==> src/rtl/ccl_sq_enc_if.sv <==
// Symbol-FIFO read port and serial codeword bit stream of the CCL sequence encoder.
// The encoder takes the master side; the FIFO and bit consumer take the slave side.
interface ccl_sq_enc_if;
  logic [3:0] rdata;
  logic       rempty;
  logic       rinc;
  logic       bit_out;
  logic       bit_valid;
  logic       bit_ready;

  modport master (
    input  rdata, rempty, bit_ready,
    output rinc, bit_out, bit_valid
  );

  modport slave (
    output rdata, rempty, bit_ready,
    input  rinc, bit_out, bit_valid
  );
endinterface

==> src/rtl/ccl_sq_enc.sv <==
// Canonical-Huffman encoder for the CCL symbol sequence: pops symbols, looks up the codeword,
// shifts it out MSB first and stops once the decoder-side length count reaches SYM_TOTAL.
module ccl_sq_enc #(
  parameter int SYM_TOTAL = 45,
  parameter int TBL_N     = 16,
  parameter int MAX_LEN   = 4
) (
  input  logic                   clk,
  input  logic                   rst,
  input  logic                   start,
  input  logic [4*TBL_N-1:0]     CCL_code_sq,
  input  logic [4*MAX_LEN-1:0]   CCL_count_sq,
  ccl_sq_enc_if.master           bus,
  output logic                   busy,
  output logic                   done,
  output logic                   err,
  output logic [5:0]             sym_count
);

  localparam int IW = $clog2(TBL_N);
  localparam int LW = $clog2(MAX_LEN + 1);
  localparam logic [5:0] TOTAL_W = 6'(SYM_TOTAL);

  typedef enum logic [2:0] {
    S_IDLE, S_READ, S_LOOKUP, S_SHIFT, S_DONE, S_ERR
  } state_t;

  state_t             state, state_next;
  logic               ext;
  logic [MAX_LEN-1:0] shreg;
  logic [LW-1:0]      bit_cnt;

  logic               hit;
  logic [IW-1:0]      idx;
  logic [LW-1:0]      len;
  logic [MAX_LEN-1:0] code;
  logic [MAX_LEN-1:0] shreg_load;
  logic [7:0]         total, base, cnt;
  logic [MAX_LEN-1:0] first_code;
  logic [5:0]         inc;
  logic               rinc, load, shift, clear;

  // Table lookup on the popped symbol; lowest valid index wins, so search from the top down.
  // NOTE: every variable written here gets a default first, otherwise latches would be inferred.
  always_comb begin
    total      = '0;
    base       = '0;
    cnt        = '0;
    first_code = '0;
    hit        = 1'b0;
    idx        = '0;
    len        = '0;
    code       = '0;
    for (int l = 1; l <= MAX_LEN; l++)
      total = total + {4'b0, CCL_count_sq[4*l-4 +: 4]};
    for (int i = TBL_N - 1; i >= 0; i--) begin
      if (8'(i) < total && CCL_code_sq[4*i +: 4] == bus.rdata) begin
        hit = 1'b1;
        idx = IW'(i);
      end
    end
    for (int l = 1; l <= MAX_LEN; l++) begin
      cnt = {4'b0, CCL_count_sq[4*l-4 +: 4]};
      if (hit && len == '0 && 8'(idx) < base + cnt) begin
        len  = LW'(l);
        code = first_code + MAX_LEN'(8'(idx) - base);
      end
      base       = base + cnt;
      first_code = (first_code + MAX_LEN'(cnt)) << 1;
    end
    shreg_load = code << (MAX_LEN - int'(len));
  end

  // Length-count contribution, mirroring the decoder's repeat-extension rules.
  always_comb begin
    inc = 6'd0;
    if (bus.rdata <= 4'd7)
      inc = ext ? 6'(bus.rdata) + 6'd3 : 6'd1;
    else if (bus.rdata == 4'd8)
      inc = 6'd1;
  end

  always_comb begin
    state_next = state;
    rinc       = 1'b0;
    load       = 1'b0;
    shift      = 1'b0;
    clear      = 1'b0;
    case (state)
      S_IDLE, S_DONE, S_ERR: begin
        if (start) begin
          clear      = 1'b1;
          state_next = S_READ;
        end
      end
      S_READ: begin
        if (!bus.rempty) begin
          rinc       = 1'b1;
          state_next = S_LOOKUP;
        end
      end
      S_LOOKUP: begin
        if (!hit || len == '0) begin
          state_next = S_ERR;
        end else begin
          load       = 1'b1;
          state_next = S_SHIFT;
        end
      end
      S_SHIFT: begin
        if (bus.bit_ready) begin
          shift = 1'b1;
          if (bit_cnt == LW'(1))
            state_next = (sym_count >= TOTAL_W) ? S_DONE : S_READ;
        end
      end
      default: state_next = S_IDLE;
    endcase
  end

  // NOTE: sequential state is updated with non-blocking assignments only, so every reader sees pre-edge values.
  always_ff @(posedge clk) begin
    if (rst) begin
      state     <= S_IDLE;
      sym_count <= '0;
      ext       <= 1'b0;
      shreg     <= '0;
      bit_cnt   <= '0;
    end else begin
      state <= state_next;
      if (clear) begin
        sym_count <= '0;
        ext       <= 1'b0;
      end
      if (load) begin
        sym_count <= sym_count + inc;
        ext       <= (bus.rdata == 4'd9);
        shreg     <= shreg_load;
        bit_cnt   <= len;
      end
      if (shift) begin
        shreg   <= shreg << 1;
        bit_cnt <= bit_cnt - LW'(1);
      end
    end
  end

  assign bus.rinc      = rinc;
  assign bus.bit_valid = (state == S_SHIFT);
  assign bus.bit_out   = shreg[MAX_LEN-1];
  assign busy          = (state == S_READ) || (state == S_LOOKUP) || (state == S_SHIFT);
  assign done          = (state == S_DONE);
  assign err           = (state == S_ERR);

endmodule

==> src/flat_wrapper.sv <==
// flat-port wrapper written by rule: the top's interface ports become plain ports
module ccl_sq_enc_flat 
#(
  parameter int SYM_TOTAL = 45,
  parameter int TBL_N     = 16,
  parameter int MAX_LEN   = 4
)
  (clk, rst, start, CCL_code_sq, CCL_count_sq, busy, done, err, sym_count, bus_rdata, bus_rempty, bus_bit_ready, bus_rinc, bus_bit_out, bus_bit_valid);
  ccl_sq_enc_if bus_i ();
  input  logic clk;
  input  logic rst;
  input  logic start;
  input  logic [4*TBL_N-1:0] CCL_code_sq;
  input  logic [4*MAX_LEN-1:0] CCL_count_sq;
  output logic busy;
  output logic done;
  output logic err;
  output logic [5:0] sym_count;
  input wire logic [$bits(bus_i.rdata)-1:0] bus_rdata;
  input wire logic [$bits(bus_i.rempty)-1:0] bus_rempty;
  input wire logic [$bits(bus_i.bit_ready)-1:0] bus_bit_ready;
  output wire logic [$bits(bus_i.rinc)-1:0] bus_rinc;
  output wire logic [$bits(bus_i.bit_out)-1:0] bus_bit_out;
  output wire logic [$bits(bus_i.bit_valid)-1:0] bus_bit_valid;
  assign bus_i.rdata = bus_rdata;
  assign bus_i.rempty = bus_rempty;
  assign bus_i.bit_ready = bus_bit_ready;
  assign bus_rinc = bus_i.rinc;
  assign bus_bit_out = bus_i.bit_out;
  assign bus_bit_valid = bus_i.bit_valid;
  ccl_sq_enc #(.SYM_TOTAL(SYM_TOTAL), .TBL_N(TBL_N), .MAX_LEN(MAX_LEN)) u_core (.clk(clk), .rst(rst), .start(start), .CCL_code_sq(CCL_code_sq), .CCL_count_sq(CCL_count_sq), .bus(bus_i), .busy(busy), .done(done), .err(err), .sym_count(sym_count));
endmodule
==> config.mk <==
export PLATFORM = sky130hd
export DESIGN_NAME = ccl_sq_enc_flat
export DESIGN_NICKNAME = d
export VERILOG_FILES = /design/src/rtl/ccl_sq_enc_if.sv /design/src/rtl/ccl_sq_enc.sv /design/src/flat_wrapper.sv
export SDC_FILE = /design/constraint.sdc
export NUM_CORES = 1
export LEC_CHECK = 0
export ABC_AREA = 1
export CAP_MARGIN = 25
export CORE_MARGIN = 5
export CORE_UTILIZATION = 49
export CTS_CLUSTER_DIAMETER = 50
export CTS_CLUSTER_SIZE = 12
export DETAILED_ROUTE_END_ITERATION = 8
export PLACE_DENSITY = 0.81
export SYNTH_ARGS = -nofsm -noshare
export SYNTH_HDL_FRONTEND = slang
export SYNTH_SLANG_ARGS = --single-unit
==> constraint.sdc <==
create_clock -name clk -period 8.4 [get_ports clk]
set_input_delay 1.68 -clock clk [delete_from_list [all_inputs] [get_ports clk]]
set_output_delay 1.68 -clock clk [all_outputs]
set_load 0.02 [all_outputs]
**Word level (Yosys, flattened, before mapping)**

Cells that the tools add are included.

- Add/subtract/negate cells: 15
- Magnitude comparators: 22
- Eq/ne operators: 28
- Shifts and indexed selects: 1
- Mux-type cells: 66
- Reduce and logical (&&, ||, !) cells: 37

Operators by type and width:

| operator | number |
|---|---|
| two-way mux 4 bit | 22 |
| equality test 4 bit | 16 |
| less-than comparator 4 x 8 -> 1 bit (first input constant) | 8 |
| less-than comparator 3 x 8 -> 1 bit (first input constant) | 4 |
| << shifter 4 x 32 -> 4 bit | 1 |
| two-way mux 1 bit | 28 |
| two-way mux 3 bit | 9 |
| two-way mux 6 bit | 4 |
| logical AND 1 bit | 23 |
| less-than comparator 1 x 8 -> 1 bit (first input constant) | 2 |
| less-than comparator 2 x 8 -> 1 bit (first input constant) | 2 |
| less-than comparator 4 x 8 -> 1 bit | 2 |
| logical NOT 3 bit | 5 |
| adder 4 bit | 3 |
| case mux 3 bit (4 select lines) | 1 |
| subtractor 4 bit | 3 |
| adder 8 x 4 -> 8 bit | 1 |
| equality test 4 bit (second input constant) | 2 |
| adder 3 bit | 2 |
| adder 5 x 4 -> 6 bit | 1 |
| adder 6 bit | 1 |
| equality test 3 x 1 -> 1 bit (second input constant) | 2 |
| equality test 3 x 2 -> 1 bit (second input constant) | 2 |
| equality test 3 bit (second input constant) | 2 |
| other kinds (17) | 23 |

- Register bits after elaboration: 17
- Input port bits: 89
- Output and inout bits: 12
- Logic and storage cells: 175

**Depth between registers and ports, before layout**

Gate-level depths: netlist of the first run.

- Word-level depth: 42
- Gate-level depth with buffers: 54
- Mapped depth without buffers: 54

**Least setup slack after synthesis of the first run**

Ideal clock, no wire load.

- Kind: input port to flip-flop
- From: in CCL_count_sq[0]
- To: reg u_core.shreg[3]
- Setup time: 0.067 ns
- Arrival: 7.410 ns
- Required time: 8.333 ns
- Setup slack: 0.923 ns
- Stages: 39
- Buffers on the path: 0
- Path through: ha_1 > fa_1 > xor2_1 > ha_1 > xor2_1 > ha_1 > nand3_1 > nand3_1 > nand2_1 > nand2_1 > nand2_2 > nand4_4 > nor2_4 > o21ai_0 > nand2_1 > nand2_1 > a31o_2 > a31oi_1 > (+3 left out) > ha_1 > a21oi_1 > nor2_1 > o21ai_0 > a21oi_1 > inv_1 > nor2_1 > nor2_1 > inv_1 > ha_1 > ha_1 > nor2_1 > nand2_2 > nor2_1 > nand2_1 > a311oi_1 > nand3_1 > a21oi_2

- Longest elaborated chain between the ends: 41
- Elaborated cells between the ends (all ways): 107
- Classes of those cells: add/sub: 12; order compare: 20; shift: 1; mux: 44; reduce/logical: 30

RTL lines:

| element | line | text |
|---|---|---|
| start: declaration | flat_wrapper.sv:14 | `input logic [4*MAX_LEN-1:0] CCL_count_sq;` |
| parallel branches: the longest is 41 deep, another holds adder 8 x 4 -> 8 bit | n/a |  |
| end signal: assignment | ccl_sq_enc.sv:138 | `shreg <= shreg_load;` |
| end signal: assignment | ccl_sq_enc.sv:142 | `shreg <= shreg << 1;` |
| end: declaration | ccl_sq_enc.sv:30 | `logic [MAX_LEN-1:0] shreg;` |

Several ways; the timed one is not identified. The select of a mux whose other input is x is not followed.
A chain may end at the register's enable or synchronous reset.

**Worst setup path in the final report of the first run**

- From: in CCL_count_sq[4]
- To: reg u_core.shreg[3]

The elaborated chain is that of the path after synthesis.

==> results of run 1 <==
==> report_power, final <==
part / internal (W) / switching [W]
sequential: 0.0000860 / 0.00000575
clock: 0.0000337 / 0.0000271
combinational: 0.000308 / 0.000432
==> cell families (layout without fill, tap and decap cells) <==
logic type	Yosys count	in the layout	share of synthesized area [%]
compound gates	79	79	12.90
xor+xnor	71	71	16.36
fa+ha+maj	58	58	21.66
buf+inv	97	209	10.37
flops	17	17	8.953
other cells	1	1	0.09865
simple gates	242	243	29.66
==> per-layer routing <==
layer / up-vias / track usage [%] / part of all wire, %
li1: 2043 / - / -
met1: 1822 / 24.51 / 42
met2: 107 / 37.23 / 51
met3: 32 / 2.500 / 4.2
met4: 0 / 7.348 / 2.8
met5: - / 0 / 0
==> path summary, 6_finish.rpt <==
kind	endpoint	slack, ns	depth (start not counted)
setup / recovery	u_core.shreg[3]	0.52	37
hold / removal	u_core.ext	0.49	2
setup reg to reg	u_core.shreg[3]	6.29	15
hold reg to reg	u_core.ext	0.49	2
==> tightest hold or removal path, delay by kind of cell, from the launching register on <==
kind	cells	cell delay, ns
AOI/OAI and AO/OA	1	0.05
DFF	1	0.32
and+or+nand+nor	1	0.06
==> what timing repair did <==
action,4_1_cts,5_1_grt
resized for setup,0,17
buffers inserted,0,6
endpoints found under the setup margin,0,16
hold endpoints to repair,0,0
==> registers in the layout (all words and copies together), names as in the netlist <==
signal	cells
u_core.shreg	4
u_core.ext	1
u_core.sym_count	6
u_core.state	3
u_core.bit_cnt	3
==> placed cells by master (no fill, tap or decap), types with 4 or more instances in the layout <==
cell | Yosys | layout
nor2_2 | 2 | 4
nand2_2 | 14 | 14
a21oi_2 | 4 | 5
or2_2 | 4 | 4
clkdlybuf4s50_1 | 0 | 99
fa_1 | 13 | 11
xor2_1 | 58 | 56
nand3_1 | 20 | 20
nor2_1 | 36 | 34
dfxtp_1 | 17 | 17
buf_4 | 3 | 18
nand4_1 | 6 | 6
inv_2 | 4 | 8
a21oi_1 | 27 | 26
nor2_4 | 4 | 4
inv_1 | 81 | 77
xnor2_1 | 13 | 13
nor4_1 | 10 | 10
nor3_1 | 6 | 6
o21ai_0 | 18 | 17
nand2_1 | 131 | 132
o21ai_1 | 4 | 5
a31oi_1 | 7 | 7
ha_1 | 45 | 42
==> layout make-up <==
| class | instances | area share, % |
|---|---|---|
| Multi-Input combinational cell | 452 | 61.17 |
| Timing Repair Buffer | 118 | 22.35 |
| Sequential cell | 17 | 6.680 |
| Inverter | 87 | 6.410 |
| Tap cell | 102 | 2.505 |
| Clock buffer | 4 | 0.8841 |
==> through the flow <==
step,instances,setup slack (ns),area [µm²]
finish,780,0.5156,5095
global route,780,-0.009292,5095
CTS,773,0.02577,4997
detailed placement,769,-0.2097,4952
global placement,769,0.1834,4952
floorplan,565,0.9231,3801
==> flow_summary.ini, run 1 <==
[global_routing]
grt_max_degree = 18
antenna_found_initial = 0
grt_remaining_overflow = 0
track_usage_pct = 20.45
grt_pass1_vias = 3797
grt_pass1_wl_um = 16670

[critical_path]
cpLargestDelayFamily = adder cells
startpoint = CCL_count_sq[4]
slowest_delay_ns = 0.54
reg2reg_from = u_core.state[0]
cp.required_ns = 8.58
cp.arrival_ns = 8.07
worst-setup-path-type = in -> reg
worstPathMaxFanout = 6
path_buf_inv = 7
crit_top_cell = nand2_1
worst_setup_path_end_kind = flop
cp-start-kind = input port
critPathSlowestCell = clkdlybuf4s50_1

[timing]
worstMarginPinSlew_ns = 0.9423
timing.final.crit_share_pct = 93.86
fin_tns_setup_ns = 0
period_minus_slack_ns = 7.884
drv_slew = 0
max-slew-margin-rel_pct = 36.99
worst_clock_skew_ns = 0.005351
clock.fmax_ghz = 0.1268
hold_viol_final = 0
holdWs_ns = 0.4884
finalSetupViolCount = 0

[outcome]
status = finished clean

[synthesis]
synth_area_leader_cell = ha_1
synth_area_leaders = ha_1, xor2_1, nand2_1
synth_fp_nets = 712
seq_area_frac_synth_pct = 8.953
synthCells = 565
async_reset_ff_share_pct = 0
synth_commonest_cells = nand2_1, inv_1, xor2_1, ha_1, nor2_1
avgSynthCellArea_um2 = 6.728
synth_most_common_cell = nand2_1
ys_types = 49
synth.top_cell.area_share_pct = 14.81
synth_flop_cell = dfxtp_1
synth_edf_count = 0
ys_ff_latch = 17
synth_area_um2 = 3801
ys_warn_count = 0

[drt]
drc_errors = 0
wl_per_cell_um = 13.46
routed_wl_um = 10500
ant_nets = 0
vias_per_cell = 5.133
drt_iter0_drc = 168
drtPass1Iterations = 4
vias = 4004

[cells_and_area]
antennaDiodeCount = 0
areaGrowthSynthToFinish_pct = 34.04
fillCellCount = 645
nets = 826
seqCellArea_um2 = 340.3
multi_input_area_um2 = 3117
drive_above_1_share_pct = 11.06
fin_util_pct = 66.62

[clocking]
clk_latency_ns = 0.25
holdBufCountCts = 0
clkSlewWorstSetupHoldPaths_ns = 0.07
cts_sinks = 17
cts_buffer_depth = 2
htree_levels = 1
root_buffer = clkbuf_8
cts_tree = built
cts-buffers-inserted = 3

[run]
maxCapViolCount = 0

[placed_design]
place_congestion = 0.9121
dpl.hpwl_um = 8936
io_buffers = 100

[floorplan]
io_pins = 101
rows = 32
initial_core_util_pct = 49.71
die_w_um = 98.08
dieArea_um2 = 9619
coreArea_um2 = 7647
die_y_um = 98.08

[pwr]
p_leak_nw = 2.435
finalPower_w = 0.0008924
powerDensity_nw_per_um2 = 175.2
ir_drop_v = 0.0001019

[hold_path]
hp-start = u_core.ext
hold_class = reg -> reg
Power figures use the tool's default switching activity.
==> run 2: changes to the inputs <==
CORE_UTILIZATION = 46   (was 49)
PLACE_DENSITY = 0.79   (was 0.81)
clock period = 7.25 ns   (was 8.4 ns; I/O delays follow)
==> flow_summary.ini, run 2 (synthesis results as in run 1) <==
[cells_and_area]
stdcell_area_um2 = 6086
areaGrowthSynthToFinish_pct = 60.11
stdcell_count = 878
most-common-layout-cells = nand2_1, buf_4, clkdlybuf4s50_1
final_common_cell = nand2_1
antennaDiodeCount = 0
largest_reg_flops = 6
top_register = u_core.sym_count
fillCellCount = 573
multi_input_area_um2 = 3368
reg_top3 = u_core.sym_count: 6 flops, u_core.shreg: 4 flops
nets = 921
seqCellArea_um2 = 340.3
drive_above_1_share_pct = 28.46

[timing]
clock.fmax_ghz = 0.1398
worst_clock_skew_ns = 0.004178
drv_slew = 0
period_minus_slack_ns = 7.151
timing.final.crit_share_pct = 98.64
max-slew-margin-rel_pct = 41.72
finalSetupViolCount = 0
hold_viol_final = 0
worstMarginPinSlew_ns = 0.8522

[floorplan]
coreArea_um2 = 8134
io_pins = 101
initial_core_util_pct = 46.73
die_w_um = 100.9
die_y_um = 100.9
rows = 33
dieArea_um2 = 10180

[pwr]
powerDensity_nw_per_um2 = 233.7
ir_drop_v = 0.0001627
p_sw_share_pct = 48.08
cell_internal_pwr_w = 0.0007385
switchingPower_w = 0.0006840
power_frac_seq_pct = 7.5
p_leak_nw = 2.955
p_comb_share_pct = 87.5
clkPwrFrac_pct = 5.0

[global_routing]
track_usage_pct = 23.71
antenna_found_initial = 0
grt_max_degree = 18
grt_pass1_wl_um = 20090
grt_remaining_overflow = 0
grt_pass1_vias = 4571

[outcome]
status = finished clean

[clocking]
cts-buffers-inserted = 3
holdBufCountCts = 0
cts_buffer_depth = 2
clkSlewWorstSetupHoldPaths_ns = 0.07
cts_sinks = 17
root_buffer = clkbuf_8
htree_levels = 1
clk_latency_ns = 0.25
cts_tree = built

[critical_path]
cp.arrival_ns = 7.33
cp.required_ns = 7.43
worstPathMaxFanout = 4
crit_top_cell = buf_4
cp-start-kind = input port
r2r_cells = 14
slowest_delay_ns = 0.39
worst_setup_path_end_kind = flop
worst-setup-path-type = in -> reg
critPathSlowestCell = fa_2

[placed_design]
place_congestion = 0.8979
dp.cells = 842
io_buffers = 100
dpl.hpwl_um = 9521
placed_area_um2 = 5482

[drt]
topRoutingLayerUsed = met4
wl_met1_um = 5025
ant_nets = 0
drc_errors = 0
drt_iter0_drc = 218
routed_wl_um = 13140
wl_per_cell_um = 14.97
vias = 4564
met2WireLength_um = 7063
wl_met3_um = 593
drtPass1Iterations = 7
vias_per_cell = 5.198

[run]
maxCapViolCount = 0

[hold_path]
hold_class = reg -> reg
whs_path_depth = 2
[run 2: changes by cell type in the layout (fill, tap and decap cells not counted), sizes merged]
cell,change
clkbuf,+3
dlymetal6s2s,+1
clkdlybuf4s50,-7
clkinvlp,+1
nand2,-1
buf,+96
dlygate4sd2,+2
[run 2: path summary, 6_finish.rpt]
path                                 startpoint                   to  slack, ns
worst max register to register       u_core.ext  u_core.sym_count[5]       5.12
worst max-delay path            CCL_count_sq[4]      u_core.shreg[3]        0.1
worst min register to register  u_core.shreg[0]      u_core.shreg[1]       0.49
worst min-delay path            u_core.shreg[0]      u_core.shreg[1]       0.49
[run 2: worst max-delay path, delay by kind of cell]
kind,cells,cell delay [ns]
compound gates,5,0.77
simple gates,10,0.96
xor+xnor,1,0.19
buf+inv,20,2.44
fa+ha+maj,6,1.52
[run 2: cell type report]
cell class / count / share of cell area [%]
inverter: 87 / 5.428
multi-input combinational: 451 / 55.35
sequential: 17 / 5.592
timing repair buffer: 214 / 30.72
tap: 105 / 2.159
clock buffer: 3 / 0.6785
clock inverter: 1 / 0.08224
[run 2: repair_timing]
action	4_1_cts	5_1_grt
pin swaps	27	43
endpoints found under the setup margin	15	16
buffers inserted	21	11
resized for setup	35	64
[run 2: per-stage QoR]
| stage | setup slack (ns) | total power [W] | utilization, % | hold WS (ns) | setup TNS, ns |
|---|---|---|---|---|---|
| 4_1_cts | 0.007507 | 0.001259 | 71.20 | 0.4944 | 0 |
| 6_report | 0.09870 | 0.001423 | 74.82 | 0.4914 | 0 |
| 2_1_floorplan | 0.003098 | 0.0006893 | - | 0.4513 | 0 |
| 3_3_place_gp | -0.4653 | 0.001055 | 67.39 | 0.4730 | -4.339 |
| 5_1_grt | -0.2255 | 0.001539 | 74.82 | 0.5102 | -2.859 |
| 3_5_place_dp | -0.5646 | 0.001088 | 67.39 | 0.4851 | -6.549 |
[run 2: layer usage]
metal,global-route usage (%),up-vias
met1,26.47,2135
met2,46.89,152
met4,7.771,0
met5,0,-
met3,1.453,48
li1,-,2229
[run 2: power by group through the flow]
stage / registers, W / clock network [W] / logic (W)
final: 0.000106 / 0.0000715 / 0.00124
after global routing: 0.000107 / 0.0000769 / 0.00135
after CTS: 0.000106 / 0.0000734 / 0.00108
after detailed placement: 0.000108 / 0 / 0.000980
after global placement: 0.000108 / 0 / 0.000947
after floorplan: 0.000106 / 0 / 0.000583
==> run 3: changes to the inputs <==
HOLD_SLACK_MARGIN = 0.05   (was unset)
==> results of run 3 <==
No change in the layout: final DEF, timing and power equal those of run 2.
